$ cat src/rtl/branch_pkg.sv
// Shared branch op encoding and redirect FSM states.
package branch_pkg;

  localparam int BR_OP_W = 20;

  typedef enum logic [4:0] {
    BEQ     = 5'd0,
    BNE     = 5'd1,
    BGEZ    = 5'd2,
    BGTZ    = 5'd3,
    BLEZ    = 5'd4,
    BLTZ    = 5'd5,
    BGEZAL  = 5'd6,
    BLTZAL  = 5'd7,
    J       = 5'd8,
    JAL     = 5'd9,
    JR      = 5'd10,
    JALR    = 5'd11,
    BEQL    = 5'd12,
    BNEL    = 5'd13,
    BGEZL   = 5'd14,
    BGTZL   = 5'd15,
    BLEZL   = 5'd16,
    BLTZL   = 5'd17,
    BGEZALL = 5'd18,
    BLTZALL = 5'd19
  } br_op_e;

  typedef enum logic [1:0] {
    IDLE      = 2'd0,
    WAIT_SLOT = 2'd1,
    ACTIVE    = 2'd2
  } redir_state_e;

endpackage

$ cat src/rtl/branch_redirect_unit_cond.sv
// Branch condition evaluation and target computation.
module branch_cond
  import branch_pkg::*;
#(
  parameter int XLEN = 32
) (
  input  logic [BR_OP_W-1:0] op,
  input  logic [XLEN-1:0]    rs,
  input  logic [XLEN-1:0]    rt,
  input  logic [XLEN-1:0]    pc,
  input  logic [15:0]        imm,
  input  logic [25:0]        jidx,
  output logic               cond,
  output logic               likely,
  output logic [XLEN-1:0]    target
);

  logic eq, neg, zero;
  logic [XLEN-1:0] pc4, btgt, jtgt;
  logic [BR_OP_W-1:0] hit;

  assign eq   = rs == rt;
  assign neg  = rs[XLEN-1];
  assign zero = rs == '0;
  assign pc4  = pc + XLEN'(4);
  assign btgt = pc4 + {{(XLEN-18){imm[15]}}, imm, 2'b00};
  assign jtgt = {pc4[XLEN-1:28], jidx, 2'b00};

  always_comb begin
    hit          = '0;
    hit[BEQ]     = op[BEQ] & eq;
    hit[BNE]     = op[BNE] & ~eq;
    hit[BGEZ]    = op[BGEZ] & ~neg;
    hit[BGTZ]    = op[BGTZ] & ~neg & ~zero;
    hit[BLEZ]    = op[BLEZ] & (neg | zero);
    hit[BLTZ]    = op[BLTZ] & neg;
    hit[BGEZAL]  = op[BGEZAL] & ~neg;
    hit[BLTZAL]  = op[BLTZAL] & neg;
    hit[J]       = op[J];
    hit[JAL]     = op[JAL];
    hit[JR]      = op[JR];
    hit[JALR]    = op[JALR];
    hit[BEQL]    = op[BEQL] & eq;
    hit[BNEL]    = op[BNEL] & ~eq;
    hit[BGEZL]   = op[BGEZL] & ~neg;
    hit[BGTZL]   = op[BGTZL] & ~neg & ~zero;
    hit[BLEZL]   = op[BLEZL] & (neg | zero);
    hit[BLTZL]   = op[BLTZL] & neg;
    hit[BGEZALL] = op[BGEZALL] & ~neg;
    hit[BLTZALL] = op[BLTZALL] & neg;
  end

  assign cond   = |hit;
  assign likely = |op[BR_OP_W-1:BEQL];

  always_comb begin
    target = btgt;
    unique case (1'b1)
      op[J], op[JAL]:   target = jtgt;
      op[JR], op[JALR]: target = rs;
      default:          target = btgt;
    endcase
  end

endmodule

$ cat src/rtl/branch_redirect_unit.sv
// Decode-stage branch resolver with registered redirect/nullify
// handshake toward fetch and branch performance counters.
module branch_redirect_unit
  import branch_pkg::*;
#(
  parameter int XLEN       = 32,
  parameter int HAS_LIKELY = 1,
  parameter int CNT_W      = 32
) (
  input  logic               clk,
  input  logic               reset,
  input  logic               ds_valid,
  input  logic               ds_stall,
  input  logic               ds_go,
  input  logic [BR_OP_W-1:0] br_op,
  input  logic [XLEN-1:0]    rs_value,
  input  logic [XLEN-1:0]    rt_value,
  input  logic [XLEN-1:0]    ds_pc,
  input  logic [15:0]        imm,
  input  logic [25:0]        jidx,
  input  logic               fs_slot_valid,
  input  logic               fs_ready,
  input  logic               flush,
  output logic               br_stall,
  output logic [XLEN-1:0]    link_addr,
  output logic               redir_valid,
  output logic [XLEN-1:0]    redir_target,
  output logic               nullify_slot,
  output logic [CNT_W-1:0]   br_cnt,
  output logic [CNT_W-1:0]   taken_cnt
);

  localparam logic [BR_OP_W-1:0] OP_MASK = (HAS_LIKELY != 0) ?
    {BR_OP_W{1'b1}} : {{(BR_OP_W-12){1'b0}}, 12'hFFF};

  redir_state_e state;
  logic kind;
  logic [BR_OP_W-1:0] op;
  logic any_op, cond, likely, take, kill, cnt_en;
  logic [XLEN-1:0] tgt;

  assign op = br_op & OP_MASK;
  assign any_op = |op;

  branch_cond #(.XLEN(XLEN)) u_cond (
    .op     (op),
    .rs     (rs_value),
    .rt     (rt_value),
    .pc     (ds_pc),
    .imm    (imm),
    .jidx   (jidx),
    .cond   (cond),
    .likely (likely),
    .target (tgt)
  );

  assign take      = any_op & cond & ds_valid;
  assign kill      = likely & ~cond & ds_valid;
  assign link_addr = ds_pc + XLEN'(8);
  assign br_stall  = ds_valid & any_op & (ds_stall | (state != IDLE));
  assign cnt_en    = ds_go & ds_valid & any_op & ~flush;

  // kind: 0 = redirect to target, 1 = nullify the delay slot
  always_ff @(posedge clk) begin
    if (reset) begin
      state        <= IDLE;
      kind         <= 1'b0;
      redir_valid  <= 1'b0;
      nullify_slot <= 1'b0;
      redir_target <= '0;
    end else if (flush) begin
      state        <= IDLE;
      redir_valid  <= 1'b0;
      nullify_slot <= 1'b0;
    end else begin
      unique case (state)
        IDLE: begin
          if (ds_go && (take || kill)) begin
            kind         <= kill;
            redir_target <= tgt;
            if (fs_slot_valid) begin
              state        <= ACTIVE;
              redir_valid  <= ~kill;
              nullify_slot <= kill;
            end else begin
              state <= WAIT_SLOT;
            end
          end
        end
        WAIT_SLOT: begin
          if (fs_slot_valid) begin
            state        <= ACTIVE;
            redir_valid  <= ~kind;
            nullify_slot <= kind;
          end
        end
        ACTIVE: begin
          if (fs_ready) begin
            state        <= IDLE;
            redir_valid  <= 1'b0;
            nullify_slot <= 1'b0;
          end
        end
        default: state <= IDLE;
      endcase
    end
  end

  always_ff @(posedge clk) begin
    if (reset) begin
      br_cnt    <= '0;
      taken_cnt <= '0;
    end else if (cnt_en) begin
      br_cnt <= br_cnt + CNT_W'(1);
      if (take) taken_cnt <= taken_cnt + CNT_W'(1);
    end
  end

endmodule

$ cat config.mk
export PLATFORM = sky130hd
export DESIGN_NAME = branch_redirect_unit
export DESIGN_NICKNAME = d
export VERILOG_FILES = /design/src/rtl/branch_pkg.sv /design/src/rtl/branch_redirect_unit_cond.sv /design/src/rtl/branch_redirect_unit.sv
export SDC_FILE = /design/constraint.sdc
export NUM_CORES = 1
export LEC_CHECK = 0
export CAP_MARGIN = 15
export CORE_MARGIN = 2
export CORE_UTILIZATION = 49
export CTS_CLUSTER_SIZE = 28
export DETAILED_ROUTE_END_ITERATION = 10
export PLACE_DENSITY = 0.89
export SLEW_MARGIN = 20
export SYNTH_ARGS = -nofsm -noshare
export SYNTH_HDL_FRONTEND = slang
export SYNTH_SLANG_ARGS = --single-unit
export TNS_END_PERCENT = 20
$ cat constraint.sdc
create_clock -name clk -period 8.7 [get_ports clk]
set_input_delay 1.74 -clock clk [delete_from_list [all_inputs] [get_ports clk]]
set_output_delay 1.74 -clock clk [all_outputs]
set_load 0.03 [all_outputs]
======== Yosys cells after proc, flatten, opt, wreduce, memory -nomap -nowiden ========
Cells that the tools add are included.
cells by class
  bitwise operators ....................... 36
  add/sub/neg operators ................... 5
  reductions and logical operators ........ 16
  muxes and demuxes ....................... 15
  equal/unequal tests ..................... 7
operators with widths
  cell                     number
  $add A32 B1 Y32 const B  2
  $pmux W32 S2             1
  $reduce_or A20 Y1        2
  $add A32 B3 Y32 const B  1
  $add A32 B32 Y32         1
  $add A32 B4 Y32 const B  1
  $eq A32 B32 Y1           1
  $logic_not A32 Y1        1
  $and A1 B1 Y1            27
  $mux W2                  4
  $ne A2 B2 Y1 const B     4
  $reduce_or A8 Y1         1
  $mux W1                  7
  $not A1 Y1               7
  $pmux W1 S3              2
  $pmux W2 S3              1
  $reduce_and A3 Y1        2
  $reduce_or A2 Y1         3
  $reduce_and A5 Y1        1
  $reduce_bool A3 Y1       1
  $eq A2 B1 Y1 const B     1
  $eq A2 B2 Y1 const B     1
  $logic_not A2 Y1         1
  $or A1 B1 Y1             2
  4 further kinds          4
storage, ports and cells
  bits of input ports ..................... 166
  register bits after elaboration ......... 101
  logic and storage cells ................. 86

======== Depth between registers and ports, before layout ========
Gate-level depths: netlist of the first run.
  depth in word-level cells ............... 11
  mapped depth ............................ 16

======== Cells and area by module ========
From an unflattened synthesis of the first run, not the netlist that was laid out.
second synthesis, totals
  cells, all modules ...................... 1,102
  area, all modules ....................... 8,609.5 µm²
modules (own cells, without submodules)
  module                instances  cells each  area an instance (µm²)  seq. area each (µm²)
  branch_redirect_unit  1          630         5,416.4                 2,021.9
  branch_cond           1          472         3,193.1                 0.0

======== Worst setup path before layout of the first run ========
OpenSTA, ideal clock, no wires.
  path kind ............................... input-to-output
  from .................................... in ds_pc[5]
  to ...................................... out link_addr[30]
  stages on the path ...................... 8
  data arrival time ....................... 3,388 ps
  path slack .............................. 3,572 ps
  cell sequence ........................... buf_2 nand3_1 nor2_1 nand2_1 or3_1 inv_1 nand3_1 xnor2_1
between the ends
  cells in the longest elaborated chain, start to end .. 1
RTL lines
  element          line                        RTL
  from (decl)      branch_redirect_unit.sv:18  input logic [XLEN-1:0] ds_pc,
  $add A32 B4 Y32  branch_redirect_unit.sv:59  assign link_addr = ds_pc + XLEN'(8);
  to (decl)        branch_redirect_unit.sv:25  output logic [XLEN-1:0] link_addr,
No other way between the ends.

======== Final worst setup path of the first run ========
  from .................................... in ds_pc[4]
  to ...................................... out link_addr[29]
Same word-level chain as after synthesis.

==> summary.txt, run 1 <==
STA
  – Final Hold Fails: 0
  – Final setup fails: 0
  – Fin Hold WS: 478 ps
  – Final setup TNS: 0 ps
  – Setup Skew: 8.92 ps
  – Least-Margin Pin Slew: 983 ps
  – Period utilization: 71.7%
  – Post-layout min period: 6230 ps
  – RSZ-0062 raised after global routing: false
  – Max-slew violations: 0
  – Fmax: 160 MHz
  – Slew HR: 34.5%

Routing
  – Routed WL per cell: 18.4 µm
  – Final ANT Viol Nets: 0
  – Routed wire length: 27700 µm
  – Router iterations before antenna repair: 6
  – Number of vias per cell: 5.84
  – Metal-1 WL: 10900 µm
  – # DRC: 0
  – Via count: 8793
  – Max layer used: met4
  – Met3 WL: 2470 µm
  – Met2 wire length: 13100 µm
  – DR iter-0 viols: 709

Worst hold path
  – HP Class: flop to flop

Worst setup path
  – Slowest stage delay, CP: 690 ps
  – Crit-path slowest cell: clkdlybuf4s50_1
  – Crit path capture type: output port
  – Setup CP Type: primary input to output port
  – Required time of the critical path: 6960 ps
  – Critical path startpoint category: primary input
  – Most common cell on crit path: clkdlybuf4s50_1
  – Critical path cell sequence: clkdlybuf4s50_1 > ha_1 > nand4_1 > nor2_1 > nand2_1 > nor3_1 > xor2_1 > clkdlybuf4s50_1
  – Worst Path Arrival: 4490 ps
  – CP Max Fanout: 6
  – Delay-heaviest family, CP: buffers and inverters
  – Buffers and inverters on the worst path: 2

Pwr
  – Leak Pwr: 4.12 nW
  – Power Dens Cells: 116 nW/µm²
  – Worst VDD drop: 0.0000859 V
  – Total power: 1.30 mW

Yosys
  – Area of the mapped netlist: 7910 µm²
  – #FFs+latches synth: 101
  – Synth async-reset ratio: 0%
  – Post-synthesis sequential area ratio: 25.6%
  – Post-Syn Nets: 1220
  – Mean Syn Cell Area: 7.78 µm²
  – Ys flop type: dfxtp_1
  – Number of enable flip-flop cells after synthesis: 0
  – YS warnings: 0
  – Number of library cell types mapped by synthesis: 74
  – Mapped Cells: 1017

Die
  – Core Region: 15800 µm²
  – Die area: 17200 µm²
  – Chip height: 131 µm
  – Initial Util: 50.0%
  – I/O pin total: 297
  – Row count: 46
  – Die Width: 131 µm

Clocking
  – Cts hold-fix bufs: 0
  – H-tree depth: 3
  – Post-CTS resize count: 0
  – # Post-CTS Setup Buffers: 0
  – Worst-path clk slew: 70 ps
  – Clock sink count: 101
  – Root Driver: clkbuf_16
  – CTS Buffer Depth: 2
  – CTS buffer count: 9
  – Clk_lat worst skew: 350 ps
  – TritonCTS clock tree: done

Global routing
  – Vias in the first global route: 8145
  – Global Route Usage Sum: 31.3%
  – Largest net degree at the start of global routing: 61
  – Antenna violations before repair: 1
  – GRT Residual Overflow: 0
  – Global-route wire length before repair: 42200 µm

Run status
  – Status: finished clean

Place
  – GPL Wtd Cong: 0.986
  – IO buf count: 296
  – Post-DP HPWL: 21900 µm

Layout
  – Total Nets Final: 1485
  – Share of layout cells above drive strength 1: 3.96%
  – Area Overhead vs Synth: 42.7%

Job
  – Max-Cap Viols: 0
path summary, 6_finish.rpt:
path,start,endpoint,slack (ps),cells past startpoint
hold reg to reg,redir_valid$_SDFFE_PP0P_,redir_valid$_SDFFE_PP0P_,480,2
setup reg to reg,taken_cnt[4]$_SDFFE_PP0P_,taken_cnt[31]$_SDFFE_PP0P_,6110,8
setup / recovery,ds_pc[4],link_addr[29],2470,8
hold / removal,redir_valid$_SDFFE_PP0P_,redir_valid$_SDFFE_PP0P_,480,2
cell families after synthesis:
logic type	Yosys count	share of synthesized area, %
AOI/OAI and AO/OA	196	17.7
DFF	101	25.6
adders and majority gates	37	5.95
buffers and inverters	74	4.14
xor gates and xnor gates	146	16.4
muxes	17	2.31
and+or+nand+nor	446	28.0
layout make-up:
cell class / count / area [µm²]
antenna: 2 / 5.00
inverter: 27 / 101
tap: 216 / 270
clock buffer: 9 / 225
clock inverter: 7 / 88.8
multi-input combinational: 842 / 5580
fill: 1240 / 4540
sequential: 101 / 2020
timing repair buffer: 301 / 3000
cell usage after synthesis (3+ instances only):
| cell type | count | area, µm² |
|---|---|---|
| o21bai_1 | 6 | 45.0 |
| a311oi_1 | 13 | 114 |
| dfxtp_1 | 101 | 2020 |
| and3_1 | 24 | 150 |
| nand2_1 | 84 | 315 |
| or4_1 | 3 | 22.5 |
| nor3_1 | 27 | 135 |
| ha_1 | 36 | 450 |
| o211ai_1 | 3 | 22.5 |
| xnor2_1 | 56 | 490 |
| mux2i_1 | 7 | 70.1 |
| buf_4 | 4 | 30.0 |
| nand2b_1 | 7 | 43.8 |
| a22oi_1 | 9 | 67.6 |
| a21o_1 | 13 | 97.6 |
| xor2_1 | 89 | 780 |
| o21a_1 | 5 | 37.5 |
| a31oi_1 | 8 | 50.1 |
| inv_1 | 27 | 101 |
| and4_1 | 10 | 87.6 |
| nand4_1 | 23 | 144 |
| nor4_1 | 29 | 181 |
| nand3_1 | 45 | 225 |
| nand3b_1 | 3 | 22.5 |
| o22ai_1 | 4 | 25.0 |
| a21oi_1 | 38 | 190 |
| a211oi_1 | 24 | 180 |
| or3_1 | 11 | 68.8 |
| o21ai_1 | 3 | 15.0 |
| o21ai_0 | 22 | 110 |
| buf_2 | 15 | 75.1 |
| a22o_1 | 4 | 35.0 |
| mux2_2 | 10 | 113 |
| nor2b_1 | 12 | 75.1 |
| clkbuf_1 | 24 | 90.1 |
| a31o_2 | 3 | 26.3 |
| nor2_1 | 147 | 552 |
| or2_2 | 3 | 18.8 |
| a221oi_1 | 19 | 166 |
worst reg2reg max path, stage by stage, from the launching register on:
cell and delay, ps:
dfxtp_1 450, and4_1 300, and3_1 230, and3_2 250, nand4_1 230, or3_4 460, nor4b_1 320, xnor2_1 160
nor2_1 50
per-stage QoR:
step | instances | instance area [µm²] | utilization [%] | setup slack (ps)
global route | 1503 | 11300 | 71.3 | 2190
detailed placement | 1487 | 11000 | 69.3 | 2300
floorplan | 1017 | 7910 | - | 3570
global placement | 1487 | 11000 | 69.3 | 2480
CTS | 1503 | 11300 | 71.3 | 2480
finish | 1505 | 11300 | 71.3 | 2470
report_power, final:
part	internal [mW]	leakage [nW]	switching, mW
clock network	0.231	0.152	0.202
registers	0.471	0.818	0.00613
logic	0.180	3.15	0.213
total	0.883	4.12	0.422
routing by layer:
layer | global-route usage, % | vias up
li1 | - | 4221
met1 | 38.2 | 4049
met2 | 53.3 | 448
met3 | 6.57 | 75
met4 | 13.8 | 0
met5 | 0 | -
cells in the final DEF (no fill, tap or decap), types with 23 or more instances in the layout:
| master | instances |
|---|---|
| nor3_1 | 27 |
| nor2_1 | 147 |
| nand2_1 | 84 |
| nand4_1 | 23 |
| nor4_1 | 29 |
| ha_1 | 36 |
| and3_1 | 24 |
| clkdlybuf4s50_1 | 295 |
| a21oi_1 | 38 |
| a211oi_1 | 24 |
| dfxtp_1 | 101 |
| xor2_1 | 89 |
| nand3_1 | 45 |
| inv_1 | 27 |
| xnor2_1 | 56 |
flip-flops by register name, summed over array words and instances, names as in the netlist:
name,flops
redir_target,32
kind,1
nullify_slot,1
state,2
redir_valid,1
br_cnt,32
taken_cnt,32
No activity file was read; power rests on OpenSTA's default activity.
==> run 2: changes to the inputs <==
--- a/config.mk
+++ b/config.mk
@@ -7,10 +7,10 @@
 export LEC_CHECK = 0
 export CAP_MARGIN = 15
 export CORE_MARGIN = 2
-export CORE_UTILIZATION = 49
+export CORE_UTILIZATION = 46
 export CTS_CLUSTER_SIZE = 28
 export DETAILED_ROUTE_END_ITERATION = 10
-export PLACE_DENSITY = 0.89
+export PLACE_DENSITY = 0.84
 export SLEW_MARGIN = 20
 export SYNTH_ARGS = -nofsm -noshare
 export SYNTH_HDL_FRONTEND = slang
==> constraint.sdc (replaced) <==
create_clock -name clk -period 6.5 [get_ports clk]
set_input_delay 1.3 -clock clk [delete_from_list [all_inputs] [get_ports clk]]
set_output_delay 1.3 -clock clk [all_outputs]
set_load 0.03 [all_outputs]
==> run 2 against run 1 <==
Combinational power grew 34%. Flip-flop and latch count did not move. Hold slack got worse by 9.6 ps. Largest power group unchanged.
==> summary.txt, run 2 (synthesis gave the netlist of run 1 again) <==
Run status
  – Status: finished clean

Place
  – GPL Wtd Cong: 1.00 (+1.4%)
  – IO buf count: 296 (unchanged)
  – Placed cell count: 1494 (+0.47%)
  – Post-DP HPWL: 22200 µm (+1.6%)
  – Placed instance area: 11000 µm² (+0.25%)

STA
  – Post-layout min period: 5440 ps
  – Final setup TNS: 0 ps (unchanged)
  – Setup Skew: 6.95 ps (-1.97 ps)
  – Least-Margin Pin Slew: 803 ps (-181 ps)
  – Final Hold Fails: 0 (unchanged)
  – Fin Hold WS: 468 ps (-9.58 ps)
  – Slew HR: 46.0% (+12 points)
  – Fmax: 184 MHz
  – Final setup fails: 0 (unchanged)
  – Max-slew violations: 0 (unchanged)
  – Period utilization: 83.6%
  – RSZ-0062 raised after global routing: false

Worst setup path
  – Crit path capture type: flop
  – CP endpoint: redir_target[31]$_SDFFE_PP0P_
  – CP Launch Point: ds_pc[2]
  – Required time of the critical path: 6760 ps (-200 ps)
  – Cell depth of the worst flop-to-flop path: 8 (unchanged)
  – Crit Reg-Reg Endpoint: taken_cnt[31]$_SDFFE_PP0P_
  – CP Max Fanout: 12 (+6)
  – Setup CP Type: primary input to flop
  – Worst Path Arrival: 5700 ps (+1210 ps)
  – Critical R2R Launch: taken_cnt[4]$_SDFFE_PP0P_
  – Setup slack, reg-to-reg: 3900 ps (-2210 ps)
  – Critical path startpoint category: primary input

Pwr
  – Combinational share of power: 31.2% (+1.0 points)
  – Pint: 1.15 mW (+30%)
  – Switch Pwr: 0.544 mW (+29%)
  – Flop pwr share: 37.9% (+1.3 points)
  – Worst VDD drop: 0.000109 V (+26%)
  – Leak Pwr: 4.12 nW (-0.12%)
  – Power Dens Cells: 150 nW/µm² (+30%)
  – Switching Fraction: 32.2% (-0.092 points)
  – Clock share of power: 30.9% (-2.3 points)

Clocking
  – Root Driver: clkbuf_16
  – Worst-path clk slew: 70 ps (about the same)
  – Post-CTS resize count: 0 (unchanged)
  – Clk_lat worst skew: 350 ps (about the same)
  – CTS Buffer Depth: 2 (unchanged)
  – CTS buffer count: 9 (unchanged)
  – # Post-CTS Setup Buffers: 0 (unchanged)
  – Clock sink count: 101 (unchanged)
  – Cts hold-fix bufs: 0 (unchanged)
  – TritonCTS clock tree: done
  – H-tree depth: 3 (unchanged)

Global routing
  – Global Route Usage Sum: 29.9% (-1.4 points)
  – Global-route wire length before repair: 43200 µm (+2.4%)
  – Vias in the first global route: 8088 (-0.70%)
  – GRT Residual Overflow: 0 (unchanged)
  – Largest net degree at the start of global routing: 59 (-3.3%)
  – Antenna violations before repair: 2 (+1)

Layout
  – Storage cell area: 2020 µm² (unchanged)
  – Total Nets Final: 1488 (+0.20%)
  – Commonest non-fill, non-tap cells in the layout: clkdlybuf4s50_1, nor2_1, dfxtp_1, xor2_1, nand2_1
  – Share of layout cells above drive strength 1: 4.03% (+0.071 points)
  – Area Overhead vs Synth: 42.6% (about the same)
  – Fillers: 1430 (+15%)
  – Leading registers by flop count: br_cnt: 32 flops, redir_target: 32 flops, taken_cnt: 32 flops
  – Commonest non-fill, non-tap cell in the layout: clkdlybuf4s50_1
  – Post-route insts no fill: 1511 (+0.40%)
  – Area of the multi-input gates: 5580 µm² (unchanged)
  – Design area: 11300 µm² (about the same)

Routing
  – Via count: 8742 (-0.58%)
  – Number of vias per cell: 5.79 (-0.97%)
  – Final ANT Viol Nets: 0 (unchanged)
  – Routed WL per cell: 18.5 µm (+0.11%)
  – DR iter-0 viols: 664 (-6.3%)
  – Router iterations before antenna repair: 5 (-1)
  – # DRC: 0 (unchanged)
  – Routed wire length: 27900 µm (+0.51%)

Die
  – Core Region: 16700 µm² (+5.5%)
  – Initial Util: 47.4% (-2.6 points)
  – Die area: 18300 µm² (+6.3%)
  – Die Width: 135 µm (+3.1%)
  – Row count: 47 (+2.2%)
  – I/O pin total: 297 (unchanged)
  – Chip height: 135 µm (+3.1%)

Worst hold path
  – HP Class: flop to flop

Job
  – Max-Cap Viols: 0 (unchanged)
## run 2: cell types whose count changed in the layout (fill, tap and decap cells not counted), sizes merged
cell,previous run,this run
buf,6,9
inv,31,28
clkbuf,9,11
bufinv,1,0
clkinv,1,2
## run 2: layout make-up
type | count | share of cell area, %
Sequential cell | 101 | 17.9
Inverter | 27 | 0.899
Clock inverter | 4 | 0.300
Antenna cell | 2 | 0.0444
Clock buffer | 11 | 2.15
Timing Repair Buffer | 304 | 26.8
Tap cell | 220 | 2.44
Multi-Input combinational cell | 842 | 49.5
## run 2: worst min-delay path by stage
stage | start | slack (ps) | cells after the start | endpoint
global placement | nullify_slot$_SDFFE_PP0P_ | 450 | 2 | nullify_slot$_SDFFE_PP0P_
global route | nullify_slot$_SDFFE_PP0P_ | 510 | 2 | nullify_slot$_SDFFE_PP0P_
detailed placement | redir_valid$_SDFFE_PP0P_ | 460 | 2 | redir_valid$_SDFFE_PP0P_
CTS | nullify_slot$_SDFFE_PP0P_ | 470 | 2 | nullify_slot$_SDFFE_PP0P_
finish | redir_valid$_SDFFE_PP0P_ | 470 | 2 | redir_valid$_SDFFE_PP0P_
floorplan | kind$_SDFFE_PP0P_ | 470 | 2 | kind$_SDFFE_PP0P_
## run 2: critical path: stages
cell and delay, ps:
clkdlybuf4s50_1 450, buf_4 180, ha_1 200, nand3_1 120
nor2_1 320, nand2_1 240, nor3_1 220, nand2_1 90
xnor2_1 140, ha_1 380, a21o_1 230, a211oi_1 290
a21oi_1 130, a21boi_0 130, a41oi_1 390, o21ai_1 200
a2111o_1 430, a311oi_1 260
## run 2: layer usage
layer / vias up / share of wire [%] / track usage [%]
met4: 0 / 3.7 / 12.7
met5: - / 0 / 0
met3: 66 / 8.1 / 5.61
met1: 4060 / 42 / 38.3
met2: 400 / 46 / 49.4
li1: 4216 / - / -
## run 2: per-stage QoR
step	util, %	setup slack, ps	power [mW]
after CTS	67.5	1130	1.69
after global routing	67.5	743	1.76
after floorplan	-	1880	0.936
after detailed placement	65.8	765	1.17
final	67.5	1060	1.69
after global placement	65.8	853	1.16
## run 2: power groups by stage
stage	Combinational, mW	Clock, mW	Sequential, mW
after floorplan	0.259	0	0.677
after global placement	0.511	0	0.653
after detailed placement	0.518	0	0.654
after CTS	0.522	0.525	0.639
after global routing	0.563	0.553	0.641
final	0.528	0.522	0.640
==> run 3: changes to the inputs <==
==> constraint.sdc (replaced) <==
create_clock -name clk -period 5.2 [get_ports clk]
set_input_delay 1.04 -clock clk [delete_from_list [all_inputs] [get_ports clk]]
set_output_delay 1.04 -clock clk [all_outputs]
set_load 0.03 [all_outputs]
==> run 3 against run 2 <==
Via count increased by 0.41%. Combinational power increased by 26%. Critical path depth decreased by 10. Utilization increased by 0.44 points. Critical endpoint is now link_addr[27]. Largest power group unchanged. Sequential share of layout area decreased by 0.12 points. Final area increased by 0.65%. Sequential power increased by 25%. Die area unchanged. Cell count increased by 0.46%.
==> summary.txt, run 3 (synthesis gave the netlist of run 1 again) <==
Global routing
  – Global-route wire length before repair: 42900 µm (-0.70%)
  – Vias in the first global route: 8165 (+0.95%)
  – Largest net degree at the start of global routing: 68 (+15%)
  – Global Route Usage Sum: 29.6% (-0.34 points)
  – Antenna violations before repair: 0 (-2)
  – GRT Residual Overflow: 0 (unchanged)

Worst hold path
  – Hold EP: nullify_slot$_SDFFE_PP0P_
  – HP Class: flop to flop
  – WHS Path Cells: 2 (unchanged)
  – HP Start: nullify_slot$_SDFFE_PP0P_

Job
  – Max-Cap Viols: 0 (unchanged)

Place
  – Pre-CTS setup slack: 166 ps (-598 ps)
  – Placed instance area: 11100 µm² (+0.55%)
  – GPL Wtd Cong: 0.964 (-3.6%)
  – IO buf count: 296 (unchanged)
  – Post-DP HPWL: 22400 µm (+0.60%)
  – Placed cell count: 1502 (+0.54%)

Layout
  – Post-route insts no fill: 1518 (+0.46%)
  – Design area: 11400 µm² (+0.65%)
  – Total Nets Final: 1496 (+0.54%)
  – Commonest non-fill, non-tap cells in the layout: clkdlybuf4s50_1, nor2_1, dfxtp_1, xor2_1, nand2_1
  – Commonest non-fill, non-tap cell in the layout: clkdlybuf4s50_1
  – Leading registers by flop count: br_cnt: 32 flops, redir_target: 32 flops, taken_cnt: 32 flops
  – Area Overhead vs Synth: 43.5%
  – Ant diodes: 0 (-2)
  – Share of layout cells above drive strength 1: 4.78% (+0.74 points)
  – Finished Core Util: 68.0% (+0.44 points)
  – Fillers: 1414 (-1.1%)
  – Area of the multi-input gates: 5580 µm² (unchanged)
  – Storage cell area: 2020 µm² (unchanged)

STA
  – Final setup TNS: 0 ps (unchanged)
  – Least-Margin Pin Slew: 733 ps (-69.9 ps)
  – Final Hold Fails: 0 (unchanged)
  – Final setup fails: 0 (unchanged)
  – Max-slew violations: 0 (unchanged)
  – RSZ-0062 raised after global routing: false
  – Slew HR: 51.0% (+5.0 points)
  – Fmax: 206 MHz
  – Fin Hold WS: 464 ps (-4.34 ps)
  – Post-layout min period: 4860 ps
  – Period utilization: 93.5%
  – Setup ws final: 340 ps (-725 ps)
  – Setup Skew: 10.8 ps (+3.89 ps)

Die
  – Row count: 47 (unchanged)
  – Die area: 18300 µm² (unchanged)
  – Core Region: 16700 µm² (unchanged)
  – Initial Util: 47.4% (unchanged)
  – Chip height: 135 µm (unchanged)
  – I/O pin total: 297 (unchanged)
  – Die Width: 135 µm (unchanged)

Worst setup path
  – Required time of the critical path: 4160 ps (-2600 ps)
  – CP Max Fanout: 6 (-6)
  – Setup CP Type: primary input to output port
  – Setup slack, reg-to-reg: 2580 ps (-1320 ps)
  – Crit Reg-Reg Endpoint: taken_cnt[31]$_SDFFE_PP0P_
  – Cell depth of the worst flop-to-flop path: 8 (unchanged)
  – Critical path startpoint category: primary input
  – Crit path capture type: output port
  – Worst Path Arrival: 3820 ps (-1880 ps)
  – Critical R2R Launch: taken_cnt[4]$_SDFFE_PP0P_

Clocking
  – Cts hold-fix bufs: 0 (unchanged)
  – # Post-CTS Setup Buffers: 0 (unchanged)
  – Worst-path clk slew: 70 ps (about the same)
  – H-tree depth: 3 (unchanged)
  – Clock sink count: 101 (unchanged)
  – TritonCTS clock tree: done
  – Root Driver: clkbuf_16
  – CTS Buffer Depth: 2 (unchanged)
  – CTS buffer count: 9 (unchanged)
  – Post-CTS resize count: 0 (unchanged)
  – Clk_lat worst skew: 360 ps (about the same)

Pwr
  – Leak Pwr: 4.16 nW (+1.0%)
  – Pint: 1.43 mW (+25%)
  – Combinational share of power: 31.0% (-0.2 points)
  – Flop pwr share: 37.4% (-0.5 points)
  – Switching Fraction: 33.0% (+0.76 points)
  – Power Dens Cells: 188 nW/µm² (+26%)
  – Clock share of power: 31.6% (+0.7 points)
  – Switch Pwr: 0.705 mW (+30%)
  – Worst VDD drop: 0.000196 V (+81%)
  – Total power: 2.14 mW (+27%)

Routing
  – DR iter-0 viols: 717 (+8.0%)
  – Final ANT Viol Nets: 0 (unchanged)
  – # DRC: 0 (unchanged)
  – Number of vias per cell: 5.78 (about the same)
  – Via count: 8778 (+0.41%)
  – Routed wire length: 27800 µm (-0.15%)
  – Router iterations before antenna repair: 6 (+1)
  – Routed WL per cell: 18.3 µm (-0.61%)

Run status
  – Status: finished clean
[run 3: cell types whose count changed in the layout (fill, tap and decap cells not counted)]
cell        change
clkbuf_8        -1
clkinvlp_4      +2
inv_8           +2
buf_4           +8
diode_2         -2
clkinv_8        +1
clkinv_4        -2
clkbuf_1        -1
[run 3: worst max-delay path: stages]
cell and delay, ps:
clkdlybuf4s50_1 560, ha_1 290, nand4_1 240, nor2_1 400
nand2_1 200, nor3_1 220, xor2_1 180, clkdlybuf4s50_1 690
[run 3: layout make-up]
cell class                      count  area share (%)
Timing Repair Buffer              312            27.1
Inverter                           27           0.893
Multi-Input combinational cell    842            49.1
Clock buffer                        9            1.98
Tap cell                          220            2.42
Clock inverter                      7           0.617
Sequential cell                   101            17.8
[run 3: worst max-delay path by stage]
| stage | slack (ps) | from | end | cells past startpoint |
|---|---|---|---|---|
| final | 340 | ds_pc[4] | link_addr[27] | 8 |
| after global routing | 160 | ds_pc[3] | redir_target[30]$_SDFFE_PP0P_ | 15 |
| after CTS | 360 | ds_pc[4] | link_addr[27] | 8 |
| after detailed placement | 170 | ds_pc[3] | redir_target[31]$_SDFFE_PP0P_ | 17 |
| after global placement | 320 | ds_pc[3] | redir_target[31]$_SDFFE_PP0P_ | 17 |
| after floorplan | 840 | ds_pc[2] | redir_target[31]$_SDFFE_PP0P_ | 16 |
[run 3: per-layer routing]
metal,track usage (%),up-vias,wire length [µm]
met3,6.81,54,2560
met5,0,-,0
met2,50.3,389,13300
met1,37.5,4095,11300
li1,-,4240,-
met4,8.33,0,708
[run 3: power groups by stage]
stage	Combinational [mW]	Clock (mW)	Sequential (mW)
finish	0.664	0.676	0.799
global route	0.710	0.711	0.801
CTS	0.656	0.684	0.799
detailed placement	0.653	0	0.817
global placement	0.645	0	0.816
floorplan	0.324	0	0.846
==> patch (config.mk and constraints of run 2) <==
`BR_OP_W`: 20 -> 24.
--- a/src/rtl/branch_pkg.sv
+++ b/src/rtl/branch_pkg.sv
@@ -3,3 +3,3 @@
 
-  localparam int BR_OP_W = 20;
+  localparam int BR_OP_W = 24;
 
Interface: changed (resized br_op); port bits go from 297 to 301. The function was not compared with the original's and may differ.
==> patch against run 2 <==
Setup slack worse by 41 ps. Hold slack better by 29 ps. Count of clock-buffer cells in the layout is 1 lower. Critical endpoint is now link_addr[21]. Sequential cell count stayed put. Via count is 0.50% higher. Power is 7.2% higher. Largest power group unchanged. Synthesized area is 0.68% lower. Design area is 0.17% higher. Fmax is 0.76% lower. Global-route usage is 0.38 points higher. Combinational power is 3% higher. Wire length is 1.2% higher.
==> patch: results (changes against run 2) <==
synth:
  ys_seq_area_frac: 0.257  # was 0.256
  yosysUniqueCellTypes: 62  # was 74
  syn_nets: 1232  # was 1220
  ys_top_cells_by_area: "dfxtp_1, xor2_1, xnor2_1, nor2_1, ha_1"  # was dfxtp_1, xor2_1, nor2_1, xnor2_1, ha_1
  synth-warning-count: 0  # unchanged
route:
  via_per_inst: 5.84  # was 5.79
  wl_met1_um: 12000  # was 11700 um
  dr_wl_met2_um: 12700  # was 12900 um
  wl_met3_um: 2360  # was 2250 um
  wl_per_cell_um: 18.8  # was 18.5 um
  drtIter0Drc: 727  # was 664
layout:
  antennaDiodeCount: 1  # was 2
  inv_count: 17  # was 27
  multi_input_gates: 846  # was 842
  nFillCells: 1450  # was 1430
  final_cells: 1504  # was 1511
  regArea_sq_mm: 0.00202  # unchanged
  clk_share: 0.0306  # was 0.0245
  buffer_area_frac: 0.270  # was 0.268
  multiInputGateArea_sq_mm: 0.00554  # was 0.00558 sq mm
  clock_buffers: 10  # was 11
  drive_gt1_frac: 0.0304  # was 0.0403
die:
  die_area_sq_mm: 0.0181  # was 0.0183 sq mm
worst_setup_path:
  r2r-end: "taken_cnt[27]"  # was taken_cnt[31]
  critPathTopFamily: "buffers and inverters"  # was compound AO/OA/AOI/OAI gates
  worst_path_max_delay_cell: "clkdlybuf4s50_1"  # unchanged
  required_ps: 5200  # was 6760 ps
  path_max_fanout: 5  # was 12
  cpPeakStageDelay_ps: 700  # was 450 ps
sta:
  skew_ps: 15.1  # was 6.95 ps
  worst_pin_slew_ps: 828  # was 803 ps
grt:
  grt_antenna_before_repair: 1  # was 2
  gr-usage-met1: 0.402  # was 0.383
  met3_usage: 0.0541  # was 0.0561
  gr-usage-all-layers: 0.303  # was 0.299
min_path:
  holdPathEnd: "redir_target[0]"  # was redir_valid
  worst_hold_startpoint: "redir_target[0]"  # was redir_valid
power_and_ir_drop:
  ir_worst_vdd_mv: 0.106  # was 0.109 mV
  swShare: 0.299  # was 0.322
  p_leak_uw: 0.00406  # was 0.00412 uW
  powerComb_uw: 543  # was 528 uW
placed_design:
  dp_hpwl_um: 22000  # was 22200 um
  gp_congestion: 1.00  # about the same
outcome:
  status: "finished clean"  # unchanged
[patch: changes by cell type after synthesis, moves of 8 or more]
cell / change
a22oi_1: +9
nand3_1: -16
clkbuf_1: +24
inv_1: -10
a221oi_1: -9
o21ai_0: +12
buf_2: -8
nand4_1: +18
[patch: cells by family (layout without fill, tap and decap cells)]
| logic type | count (synthesis) | after routing | share of synthesized area |
|---|---|---|---|
| AOI/OAI and AO/OA | 211 | 211 | 0.185 |
| xor gates and xnor gates | 148 | 148 | 0.165 |
| adders and majority gates | 37 | 37 | 0.0599 |
| buffers and inverters | 78 | 336 | 0.0398 |
| DFF | 101 | 101 | 0.257 |
| muxes | 18 | 18 | 0.0242 |
| other | 0 | 1 | 0 |
| and+or+nand+nor | 432 | 432 | 0.269 |
[patch: worst max path at each step]
stage              from                to  slack [ps]  cells after the start
2_1_floorplan  ds_pc[7]  redir_target[28]        1850                     19
3_3_place_gp   ds_pc[4]  redir_target[29]        1020                     15
3_5_place_dp   ds_pc[4]  redir_target[29]         850                     15
4_1_cts        ds_pc[4]     link_addr[27]        1060                      9
5_1_grt        ds_pc[4]     link_addr[21]         740                     10
6_report       ds_pc[4]     link_addr[21]        1020                     10
[patch: per-stage QoR]
| stage | total power, uW | setup WS (ps) | area [sq um] | util | hold WS (ps) |
|---|---|---|---|---|---|
| floorplan | 947 | 1850 | 7860 | - | 474 |
| detailed placement | 1180 | 848 | 10900 | 0.658 | 490 |
| CTS | 1810 | 1060 | 11300 | 0.678 | 500 |
| global placement | 1180 | 1020 | 10900 | 0.658 | 479 |
| finish | 1810 | 1020 | 11300 | 0.679 | 497 |
| global route | 1880 | 737 | 11300 | 0.679 | 512 |
[patch: tightest hold or removal path, cell delays in order, from the launching register on]
cell	delay, ps
dfxtp_1	310
nor2_1	90
a211oi_1	50
